--- config.mk ---
export PLATFORM = sky130hd
export DESIGN_NAME = shiftrows_pipe
export DESIGN_NICKNAME = d
export VERILOG_FILES = /design/src/rtl/aes_pkg.sv /design/src/rtl/shiftrows_perm.sv /design/src/rtl/shiftrows_pipe.sv
export SDC_FILE = /design/constraint.sdc
export NUM_CORES = 1
export LEC_CHECK = 0
export CAP_MARGIN = 30
export CORE_MARGIN = 10
export CORE_UTILIZATION = 45
export DETAILED_ROUTE_END_ITERATION = 12
export GPL_ROUTABILITY_DRIVEN = 0
export GPL_TIMING_DRIVEN = 0
export PLACE_DENSITY = 0.74
export SYNTH_ARGS = -nofsm -noshare
export SYNTH_HDL_FRONTEND = slang
export SYNTH_SLANG_ARGS = --single-unit
--- constraint.sdc ---
create_clock -name clk -period 7.43 [get_ports clk]
set_input_delay 1.1145 -clock clk [delete_from_list [all_inputs] [get_ports clk]]
set_output_delay 1.1145 -clock clk [all_outputs]
set_load 0.005 [all_outputs]
--- src/rtl/aes_pkg.sv ---
// AES state helpers shared by the round datapath, key schedule and reference models.
// Byte b = 4c + r of a 128-bit state sits at bits [127-8b -: 8] (column-major).
package aes_pkg;

  localparam int NB      = 4;
  localparam int STATE_W = 128;

  function automatic int idx(input int r, input int c);
    return 4 * c + r;
  endfunction

  function automatic logic [STATE_W-1:0] shift_rows_fwd(input logic [STATE_W-1:0] s);
    logic [STATE_W-1:0] o;
    o = '0;
    for (int r = 0; r < 4; r++) begin
      for (int c = 0; c < NB; c++) begin
        o[STATE_W-1-8*idx(r, c) -: 8] = s[STATE_W-1-8*idx(r, (c + r) % NB) -: 8];
      end
    end
    return o;
  endfunction

  function automatic logic [STATE_W-1:0] shift_rows_inv(input logic [STATE_W-1:0] s);
    logic [STATE_W-1:0] o;
    o = '0;
    for (int r = 0; r < 4; r++) begin
      for (int c = 0; c < NB; c++) begin
        // +NB keeps the modulo operand non-negative
        o[STATE_W-1-8*idx(r, c) -: 8] = s[STATE_W-1-8*idx(r, (c + NB - r) % NB) -: 8];
      end
    end
    return o;
  endfunction

endpackage

--- src/rtl/shiftrows_perm.sv ---
// Combinational ShiftRows / InvShiftRows of one 128-bit state; pure wiring plus a 2:1 mux.
module shiftrows_perm
  import aes_pkg::*;
(
  input  logic               i_inv,
  input  logic [STATE_W-1:0] i_state,
  output logic [STATE_W-1:0] o_state
);

  logic [STATE_W-1:0] w_fwd;
  logic [STATE_W-1:0] w_inv;

  assign w_fwd   = shift_rows_fwd(i_state);
  assign w_inv   = shift_rows_inv(i_state);
  assign o_state = i_inv ? w_inv : w_fwd;

endmodule

--- src/rtl/shiftrows_pipe.sv ---
// Flow-controlled ShiftRows stage: LANES states permuted on entry, held in a DEPTH-entry queue.
// One registered hop in->out; in_ready depends only on the stored count, never on out_ready.
module shiftrows_pipe
  import aes_pkg::*;
#(
  parameter int LANES = 1,
  parameter int DEPTH = 2
) (
  input  logic                       clk,
  input  logic                       rst,
  input  logic                       in_valid,
  output logic                       in_ready,
  input  logic                       in_inv,
  input  logic [STATE_W*LANES-1:0]   in_data,
  output logic                       out_valid,
  input  logic                       out_ready,
  output logic                       out_inv,
  output logic [STATE_W*LANES-1:0]   out_data,
  output logic [$clog2(DEPTH+1)-1:0] count
);

  localparam int PW = (DEPTH > 1) ? $clog2(DEPTH) : 1;
  localparam int CW = $clog2(DEPTH + 1);
  localparam logic [CW-1:0] FULL = CW'(DEPTH);

  logic [STATE_W*LANES-1:0] w_xf;
  logic                     w_push;
  logic                     w_pop;

  logic [STATE_W*LANES-1:0] r_data [DEPTH];
  logic                     r_inv  [DEPTH];
  logic [PW-1:0]            r_head;
  logic [PW-1:0]            r_tail;
  logic [CW-1:0]            r_count;

  for (genvar k = 0; k < LANES; k++) begin : g_lane
    shiftrows_perm u_perm (
      .i_inv   (in_inv),
      .i_state (in_data[STATE_W*k +: STATE_W]),
      .o_state (w_xf[STATE_W*k +: STATE_W])
    );
  end

  assign in_ready  = (r_count < FULL);
  assign out_valid = (r_count != '0);
  assign w_push    = in_valid && in_ready;
  assign w_pop     = out_valid && out_ready;
  assign count     = r_count;

  // Stale entries stay in the array after a pop, so the head is masked when empty.
  assign out_data  = out_valid ? r_data[r_head] : '0;
  assign out_inv   = out_valid ? r_inv[r_head]  : 1'b0;

  always_ff @(posedge clk or posedge rst) begin
    if (rst) begin
      r_head  <= '0;
      r_tail  <= '0;
      r_count <= '0;
    end else begin
      if (w_push) r_tail <= r_tail + PW'(1);
      if (w_pop)  r_head <= r_head + PW'(1);
      case ({w_push, w_pop})
        2'b10:   r_count <= r_count + CW'(1);
        2'b01:   r_count <= r_count - CW'(1);
        default: r_count <= r_count;
      endcase
    end
  end

  // Payload storage needs no reset: nothing reads it until count says it is valid.
  always_ff @(posedge clk) begin
    if (w_push) begin
      r_data[r_tail] <= w_xf;
      r_inv[r_tail]  <= in_inv;
    end
  end

endmodule

==> results.sh, run 1 <==
export IMPL_worst_pin_slew_ps=448
export IMPL_grt_pass1_vias=6818
export IMPL_drive_above_1_share_pct=8.88
export IMPL_die_height_um=175
export IMPL_viasPerCell=4.93
export IMPL_postCtsSetupBuffers=0
export IMPL_syn2layout_area_growth_pct=38.3
export IMPL_synth_largest_area_cell="edfxtp_1"
export IMPL_ys_seq_area_share_pct=72.4
export IMPL_max_freq_mhz=283
export IMPL_hold_buffers=0
export IMPL_grt_usage_pct=16.7
export IMPL_cts_root_buf="clkbuf_16"
export IMPL_clockPowerShare_pct=24.2
export IMPL_synthesis_nets=769
export IMPL_port_buffers=265
export IMPL_yosysUniqueCellTypes=20
export IMPL_finalSetupViolCount=0
export IMPL_crit_slowest_cell="clkdlybuf4s50_1"
export IMPL_cp_end_kind="primary output"
export IMPL_fill_cells=1742
export IMPL_holdPathStages=1
export IMPL_status="completed"
export IMPL_hold_end="r_tail$_DFFE_PP0P_"
export IMPL_n_antenna_cell=0
export IMPL_numCtsBuffers=28
export IMPL_core_rowCount=56
export IMPL_clock_skew_ps=8.03
export IMPL_final_hold_viol_count=0
export IMPL_cp_max_fo=10
export IMPL_p_leak_uw=0.00553
export IMPL_initial_core_util_pct=45.9
export IMPL_period_share_pct=47.5
export IMPL_htree_levels=1
export IMPL_final_util_pct=63.5
export IMPL_synth_seq_cells=262
export IMPL_dp_hpwl_um=18600
export IMPL_power_density_mw_per_mm2=380
export IMPL_cts_tree="built"
export IMPL_switchingPower_uw=1650
export IMPL_max_cap_viol_count=0
export IMPL_rrSetupSlack_ps=5400
export IMPL_dr_pass1_iters=5
export IMPL_r2r_cells=6
export IMPL_clk_latency_ps=530
export IMPL_path_common_cell="buf_2"
export IMPL_mostFrequentLayoutCells="clkdlybuf4s50_1 (265), edfxtp_1 (258), nor2_1 (130)"
export IMPL_synth_warning_count=0
export IMPL_reg2reg_to="r_data[0][28]$_DFFE_PP_"
export IMPL_pwr_share_seq_pct=35.2
export IMPL_cts_sinks=262
export IMPL_critical_path_max_stage_delay_ps=490
export IMPL_rr_startpoint="count[1]$_DFFE_PP0P_"
export IMPL_die_area_mm2=0.0307
export IMPL_synth_cells=635
export IMPL_synth_top_area_share_pct=71.5
export IMPL_clk_pin_slew_ps=60
export IMPL_ir_drop_mv=0.278
export IMPL_clock_path_buffers=3
export IMPL_layout_commonest_cell="clkdlybuf4s50_1"
export IMPL_grt_pass1_wl_um=40100
export IMPL_syn_mean_instance_area_um2=17.1
export IMPL_power_total_uw=5690
export IMPL_fin_nets=1071
export IMPL_max_slew_margin_pct=70.1
export IMPL_drc=0
export IMPL_p_int_uw=4040
export IMPL_cts_resized=0
export IMPL_grt_antenna_before_repair=0
export IMPL_grt_max_degree=61
export IMPL_drt_iter0_markers=324
export IMPL_startpoint_type="flip-flop"
export IMPL_drt_wl_total_um=26500
export IMPL_arrival_ps=2420
export IMPL_vias=6286
export IMPL_critPathRequiredTime_ps=6320
export IMPL_avgRoutedWirePerCell_um=20.8
export IMPL_worst_hold_path_type="flip-flop to flip-flop"
export IMPL_crit_chain="nor2_2 -> buf_2 -> buf_2 -> nor2_1 -> clkdlybuf4s50_1"
export IMPL_synth_area_mm2=0.0108
export IMPL_p_sw_share_pct=29.0
export IMPL_p_comb_share_pct=40.6
export IMPL_io_pins=266
export IMPL_yosys_top_cells_area="edfxtp_1 (71%), mux2i_1 (12%), mux2_1 (6.6%)"
export IMPL_postRouteAntennaNets=0
export IMPL_final_max_slew_violation_count=0
export IMPL_worstSetupPathType="flip-flop to primary output"
export IMPL_rsz0062_at_grt="false"
export IMPL_core_mm2=0.0236
export IMPL_grt_ovfl_total=0
export IMPL_die_w_um=175
export IMPL_finalCriticalPeriod_ps=3530
export IMPL_min_from="r_tail$_DFFE_PP0P_"
==> how the worst max path moves through the flow <==
stage / from / slack, ps / end
finish: count[0]$_DFFE_PP0P_ / 3900 / out_data[70]
global route: count[0]$_DFFE_PP0P_ / 3690 / out_data[68]
CTS: count[0]$_DFFE_PP0P_ / 3820 / out_data[70]
detailed placement: in_valid / 4310 / r_data[0][28]$_DFFE_PP_
global placement: in_valid / -3640 / r_data[0][46]$_DFFE_PP_
floorplan: in_valid / 240 / r_data[0][0]$_DFFE_PP_
==> power groups by stage <==
stage / clock network [uW] / logic (uW) / registers [uW]
global route: 1470 / 2500 / 2020
detailed placement: 0 / 2350 / 2030
CTS: 1410 / 2360 / 2010
finish: 1380 / 2310 / 2000
global placement: 0 / 2270 / 2110
floorplan: 0 / 1070 / 2070
==> state kept, by name (all words and copies together), names as in the netlist <==
register and cells:
count 2, r_data 256, r_head 1, r_inv 2, r_tail 1
==> cell type report <==
| type | count | area, um2 | share of cell area, % |
|---|---|---|---|
| clock buffers | 34 | 744 | 4.97 |
| well taps | 319 | 399 | 2.66 |
| multi-input cells | 334 | 2590 | 17.3 |
| clock inverters | 16 | 171 | 1.14 |
| flip-flops and latches | 262 | 7850 | 52.4 |
| inverters | 3 | 11.3 | 0.0751 |
| plain buffers | 36 | 397 | 2.65 |
| repair buffers | 272 | 2820 | 18.8 |
==> cells by family after synthesis <==
family	Yosys count	synth area share (%)
simple gates	135	4.74
flops	262	72.4
xor+xnor	5	0.404
fa+ha+maj	1	0.115
buf+inv	39	3.76
mux	193	18.6
==> Yosys cell counts <==
master / number
mux2_1: 64
and3_1: 1
clkbuf_4: 1
ha_1: 1
nand2_1: 1
xnor2_1: 4
inv_2: 2
mux2i_1: 129
edfxtp_1: 258
buf_6: 6
buf_4: 5
inv_1: 1
buf_12: 11
nor2_2: 1
xor2_1: 1
and2_1: 1
clkbuf_1: 1
buf_2: 12
nor2_1: 131
dfrtp_1: 4
==> worst max-delay path, delay by kind of cell (launching register included) <==
kind	cells	cell delay (ps)
buffers and inverters	3	1160
flip-flops	1	430
AND/OR/NAND/NOR	2	300
==> layer usage <==
layer / GRT usage, % / wire (um)
met5: 0 / 0
met4: 4.52 / 500
met3: 6.38 / 2400
met2: 28.6 / 13100
met1: 19.2 / 10500
==> per-stage QoR <==
stage          worst slack, ps  instances  hold slack (ps)  setup TNS [ps]  cell area (um2)
3_5_place_dp              4310       1226              546               0            14100
4_1_cts                   3820       1276              566               0            15000
6_report                  3900       1276              570               0            15000
5_1_grt                   3690       1276              594               0            15000
2_1_floorplan              238        635              460               0            10800
3_3_place_gp             -3640       1219              475         -467490            13900
Note: power is estimated with default switching activity, not from simulation.
==> inputs of run 2 (changes only) <==
clock period = 3.7 ns   (was 7.43 ns; I/O delays follow)
==> results.sh, run 2 (synthesis results as in run 1) <==
export IMPL_hold_buffers=0
export IMPL_dp_cells=1225
export IMPL_setup_ws_ps=692
export IMPL_instances_no_fill=1274
export IMPL_cts_tree="built"
export IMPL_final_hold_viol_count=0
export IMPL_cp_buffers_inverters=3
export IMPL_worst_pin_slew_ps=593
export IMPL_r2r_cells=5
export IMPL_placed_area_mm2=0.0140
export IMPL_multiInputGateArea_mm2=0.00259
export IMPL_rr_startpoint="count[1]$_DFFE_PP0P_"
export IMPL_drt_wl_total_um=26000
export IMPL_initial_core_util_pct=45.9
export IMPL_ir_drop_mv=0.516
export IMPL_path_common_cell="buf_2"
export IMPL_fill_cells=1763
export IMPL_clockPowerShare_pct=22.2
export IMPL_startpoint_type="flip-flop"
export IMPL_core_mm2=0.0236
export IMPL_grt_pass1_vias=6557
export IMPL_grt_pass1_wl_um=38700
export IMPL_pwr_share_seq_pct=36.3
export IMPL_cts_sinks=262
export IMPL_vias=6288
export IMPL_stdcell_area_mm2=0.0148
export IMPL_register_area_mm2=0.00785
export IMPL_clk_pin_slew_ps=60
export IMPL_mostFrequentLayoutCells="clkdlybuf4s50_1 (265), edfxtp_1 (258), nor2_1 (130)"
export IMPL_power_density_mw_per_mm2=747
export IMPL_n_antenna_cell=0
export IMPL_regMostFlops="r_data"
export IMPL_viasPerCell=4.94
export IMPL_crit_slowest_cell="clkdlybuf4s50_1"
export IMPL_max_freq_mhz=332
export IMPL_drive_above_1_share_pct=8.69
export IMPL_drc=0
export IMPL_postRouteAntennaNets=0
export IMPL_die_height_um=175
export IMPL_avgRoutedWirePerCell_um=20.4
export IMPL_core_rowCount=56
export IMPL_period_share_pct=81.3
export IMPL_max_slew_margin_pct=60.4
export IMPL_p_comb_share_pct=41.5
export IMPL_postCtsSetupBuffers=0
export IMPL_clock_path_buffers=3
export IMPL_dr_pass1_iters=6
export IMPL_worst_hold_path_type="input pin to async pin"
export IMPL_io_pins=266
export IMPL_cp_max_fo=10
export IMPL_grt_usage_pct=16.1
export IMPL_status="completed"
export IMPL_fin_nets=1069
export IMPL_clk_latency_ps=520
export IMPL_rsz0062_at_grt="false"
export IMPL_numCtsBuffers=27
export IMPL_die_area_mm2=0.0307
export IMPL_arrival_ps=2450
export IMPL_cp_end_kind="primary output"
export IMPL_clock_skew_ps=10.1
export IMPL_critPathRequiredTime_ps=3140
export IMPL_htree_levels=1
export IMPL_crit_chain="nor2_2 -> buf_2 -> buf_2 -> nor2_1 -> clkdlybuf4s50_1"
export IMPL_cpLargestDelayFamily="buffers and inverters"
export IMPL_finalSetupViolCount=0
export IMPL_layout_commonest_cell="clkdlybuf4s50_1"
export IMPL_port_buffers=265
export IMPL_max_cap_viol_count=0
export IMPL_cts_resized=0
export IMPL_largest_register_ffs=256
export IMPL_reg2reg_to="r_data[0][30]$_DFFE_PP_"
export IMPL_grt_max_degree=59
export IMPL_worstSetupPathType="flip-flop to primary output"
export IMPL_drt_iter0_markers=345
export IMPL_fin_tns_setup_ps=0
export IMPL_rrSetupSlack_ps=1670
export IMPL_cts_root_buf="clkbuf_16"
export IMPL_p_sw_share_pct=29.5
export IMPL_final_max_slew_violation_count=0
export IMPL_finalCriticalPeriod_ps=3010
export IMPL_place_ws_ps=1110
export IMPL_p_int_uw=7820
export IMPL_critical_path_max_stage_delay_ps=490
export IMPL_switchingPower_uw=3270
export IMPL_p_leak_uw=0.00545
export IMPL_die_w_um=175
export IMPL_syn2layout_area_growth_pct=37.0
export IMPL_grt_antenna_before_repair=0
export IMPL_dp_hpwl_um=18200
export IMPL_grt_ovfl_total=0
export IMPL_holdWs_ps=214
==> run 2: changes by cell type in the layout (fill, tap and decap cells not counted), sizes merged <==
cell	before	now
buf	41	40
bufinv	4	1
clkbuf	36	37
clkinv	12	9
clkinvlp	0	3
inv	3	4
==> run 2: routing by layer <==
layer	wire length [um]	GRT usage, %
met2	13000	28.0
met4	507	4.20
met5	0	0
met1	10200	18.3
met3	2240	5.93
==> run 2: worst max-delay path by stage <==
stage	startpoint	end	slack, ps	depth (start not counted)
finish	count[0]$_DFFE_PP0P_	out_data[64]	690	5
global route	count[0]$_DFFE_PP0P_	out_data[64]	560	5
CTS	count[0]$_DFFE_PP0P_	out_data[55]	650	5
detailed placement	in_valid	r_data[0][45]$_DFFE_PP_	1110	5
global placement	in_valid	r_data[0][30]$_DFFE_PP_	-970	3
floorplan	in_valid	r_data[0][0]$_DFFE_PP_	680	2
==> run 2: final cells by class <==
class / instances / share of cell area, %
Timing Repair Buffer: 271 / 18.8
Buffer: 36 / 2.67
Tap cell: 319 / 2.69
Inverter: 3 / 0.0759
Sequential cell: 262 / 52.9
Clock inverter: 14 / 0.683
Clock buffer: 35 / 4.75
Multi-Input combinational cell: 334 / 17.5
==> run 2: through the flow <==
step | total power (uW) | utilization, %
final | 11100 | 62.9
after global routing | 11700 | 62.9
after CTS | 11300 | 62.9
after detailed placement | 8770 | 59.4
after global placement | 8690 | 58.9
after floorplan | 6250 | -
==> run 2: power groups by stage <==
stage	sequential (uW)	combinational, uW	clock, uW
2_1_floorplan	4080	2160	0
3_3_place_gp	4120	4570	0
3_5_place_dp	4080	4690	0
4_1_cts	4030	4720	2540
5_1_grt	4070	4970	2640
6_report	4030	4600	2470
==> inputs of run 3 (changes only) <==
PLACE_DENSITY = 0.77   (was 0.74)
clock period = 2.7 ns   (was 3.7 ns; I/O delays follow)
==> results.sh, run 3 (synthesis results as in run 1) <==
export IMPL_status="completed"
export IMPL_initial_core_util_pct=45.9
export IMPL_port_buffers=265
export IMPL_grt_antenna_before_repair=3
export IMPL_dp_cells=1225
export IMPL_p_sw_share_pct=29.7
export IMPL_postRouteAntennaNets=0
export IMPL_placed_area_mm2=0.0141
export IMPL_final_util_pct=63.0
export IMPL_mostFrequentLayoutCells="clkdlybuf4s50_1 (265), edfxtp_1 (258), nor2_1 (130)"
export IMPL_cts_sinks=262
export IMPL_dr_pass1_iters=5
export IMPL_viasPerCell=4.95
export IMPL_crit_chain="nor2_4 -> buf_6 -> buf_2 -> nor2_1 -> clkdlybuf4s50_1"
export IMPL_power_density_mw_per_mm2=1030
export IMPL_largest_register_ffs=256
export IMPL_holdWs_ps=81.9
export IMPL_rr_startpoint="count[1]$_DFFE_PP0P_"
export IMPL_critPathRequiredTime_ps=2300
export IMPL_p_leak_uw=0.00547
export IMPL_p_comb_share_pct=41.9
export IMPL_cp_end_kind="primary output"
export IMPL_htree_levels=1
export IMPL_cts_root_buf="clkbuf_16"
export IMPL_switchingPower_uw=4540
export IMPL_io_pins=266
export IMPL_max_cap_viol_count=0
export IMPL_syn2layout_area_growth_pct=37.3
export IMPL_clock_skew_ps=12.2
export IMPL_grt_usage_pct=16.6
export IMPL_grt_max_degree=59
export IMPL_core_rowCount=56
export IMPL_grt_ovfl_total=0
export IMPL_grt_pass1_vias=6721
export IMPL_die_height_um=175
export IMPL_final_max_slew_violation_count=0
export IMPL_crit_end="out_data[39]"
export IMPL_clk_latency_ps=520
export IMPL_critical_path_max_stage_delay_ps=490
export IMPL_stdcell_area_mm2=0.0149
export IMPL_drc=0
export IMPL_r2r_cells=5
export IMPL_drt_iter0_markers=333
export IMPL_vias=6312
export IMPL_clockPowerShare_pct=21.9
export IMPL_dr_wl_met3_um=2280
export IMPL_cts_tree="built"
export IMPL_drive_above_1_share_pct=8.60
export IMPL_pwr_share_seq_pct=36.1
export IMPL_crit_slowest_cell="clkdlybuf4s50_1"
export IMPL_clk_pin_slew_ps=60
export IMPL_numCtsBuffers=27
export IMPL_dp_hpwl_um=18800
export IMPL_die_w_um=175
export IMPL_finalCriticalPeriod_ps=2600
export IMPL_cpLargestDelayFamily="buffers and inverters"
export IMPL_cp_buffers_inverters=3
export IMPL_clock_path_buffers=3
export IMPL_period_share_pct=96.4
export IMPL_fill_cells=1761
export IMPL_cp_num_cells=5
export IMPL_worst_hold_path_type="input pin to async pin"
export IMPL_multiInputGateArea_mm2=0.00261
export IMPL_reg2reg_to="r_data[0][95]$_DFFE_PP_"
export IMPL_avgRoutedWirePerCell_um=20.7
export IMPL_die_area_mm2=0.0307
export IMPL_fin_nets=1068
export IMPL_final_hold_viol_count=0
export IMPL_ir_drop_mv=0.601
export IMPL_finalSetupViolCount=0
export IMPL_setup_worst_path_start="count[0]$_DFFE_PP0P_"
export IMPL_rrSetupSlack_ps=520
export IMPL_core_mm2=0.0236
export IMPL_regMostFlops="r_data"
export IMPL_cp_max_fo=10
export IMPL_drt_wl_total_um=26400
export IMPL_layout_commonest_cell="clkdlybuf4s50_1"
export IMPL_routed_top_layer="met4"
export IMPL_p_int_uw=10700
export IMPL_max_slew_margin_pct=42.2
export IMPL_register_area_mm2=0.00785
export IMPL_instances_no_fill=1276
export IMPL_worstSetupPathType="flip-flop to primary output"
export IMPL_grt_pass1_wl_um=39600
export IMPL_arrival_ps=2200
export IMPL_worst_pin_slew_ps=865
export IMPL_met1Wirelength_um=10300
export IMPL_route_met2_wl_um=13400
export IMPL_max_freq_mhz=384
export IMPL_startpoint_type="flip-flop"
## run 3: cell count changes in the layout (fill, tap and decap cells not counted), moves of 2 or more
| cell | change |
|---|---|
| clkinvlp_4 | -2 |
| clkbuf_4 | +5 |
| clkinv_1 | +5 |
| clkbuf_1 | -4 |
| diode_2 | +3 |
| buf_2 | -9 |
| buf_4 | +2 |
## run 3: timing repair
action                     4_1_cts  5_1_grt
setup endpoints to repair      108      120
hold buffers                     0        0
gates resized for setup          3       10
setup buffers                    0        0
## run 3: per-layer routing
| metal | track usage, % | vias to the layer above |
|---|---|---|
| met3 | 6.10 | 25 |
| met2 | 29.0 | 213 |
| met1 | 19.0 | 3102 |
| met5 | 0 | - |
| li1 | - | 2972 |
| met4 | 3.92 | 0 |
## run 3: through the flow
stage | setup TNS, ps | total power [uW] | setup WS (ps)
after floorplan | -28020 | 8570 | -217
after global placement | -382950 | 11900 | -1770
after detailed placement | 0 | 12100 | 91.9
after CTS | -1970 | 15500 | -62.3
after global routing | -3.17 | 16100 | -1.99
final | 0 | 15300 | 97.0
## run 3: cell type report
cell class / instances / share of cell area (%)
diodes: 3 / 0.0504
plain buffers: 35 / 2.80
clock buffers: 32 / 4.67
clock inverters: 17 / 0.681
inverters: 3 / 0.0757
multi-input cells: 334 / 17.5
flip-flops and latches: 262 / 52.7
well taps: 319 / 2.68
repair buffers: 271 / 18.8
## run 3: how the worst min path moves through the flow
stage / start / endpoint / slack, ps / cells after the start
2_1_floorplan: rst / count[0]$_DFFE_PP0P_ / 170 / 1
3_5_place_dp: r_tail$_DFFE_PP0P_ / r_tail$_DFFE_PP0P_ / 590 / 1
6_report: rst / count[0]$_DFFE_PP0P_ / 80 / 2
5_1_grt: rst / r_tail$_DFFE_PP0P_ / 90 / 2
3_3_place_gp: r_tail$_DFFE_PP0P_ / r_tail$_DFFE_PP0P_ / 530 / 1
4_1_cts: rst / r_head$_DFFE_PP0P_ / 70 / 2
## run 3: power by group through the flow
stage / logic, uW / registers (uW) / clock network [uW]
after global routing: 6910 / 5570 / 3630
after floorplan: 2970 / 5600 / 0
after detailed placement: 6470 / 5600 / 0
after global placement: 6270 / 5650 / 0
after CTS: 6530 / 5520 / 3430
final: 6410 / 5520 / 3350
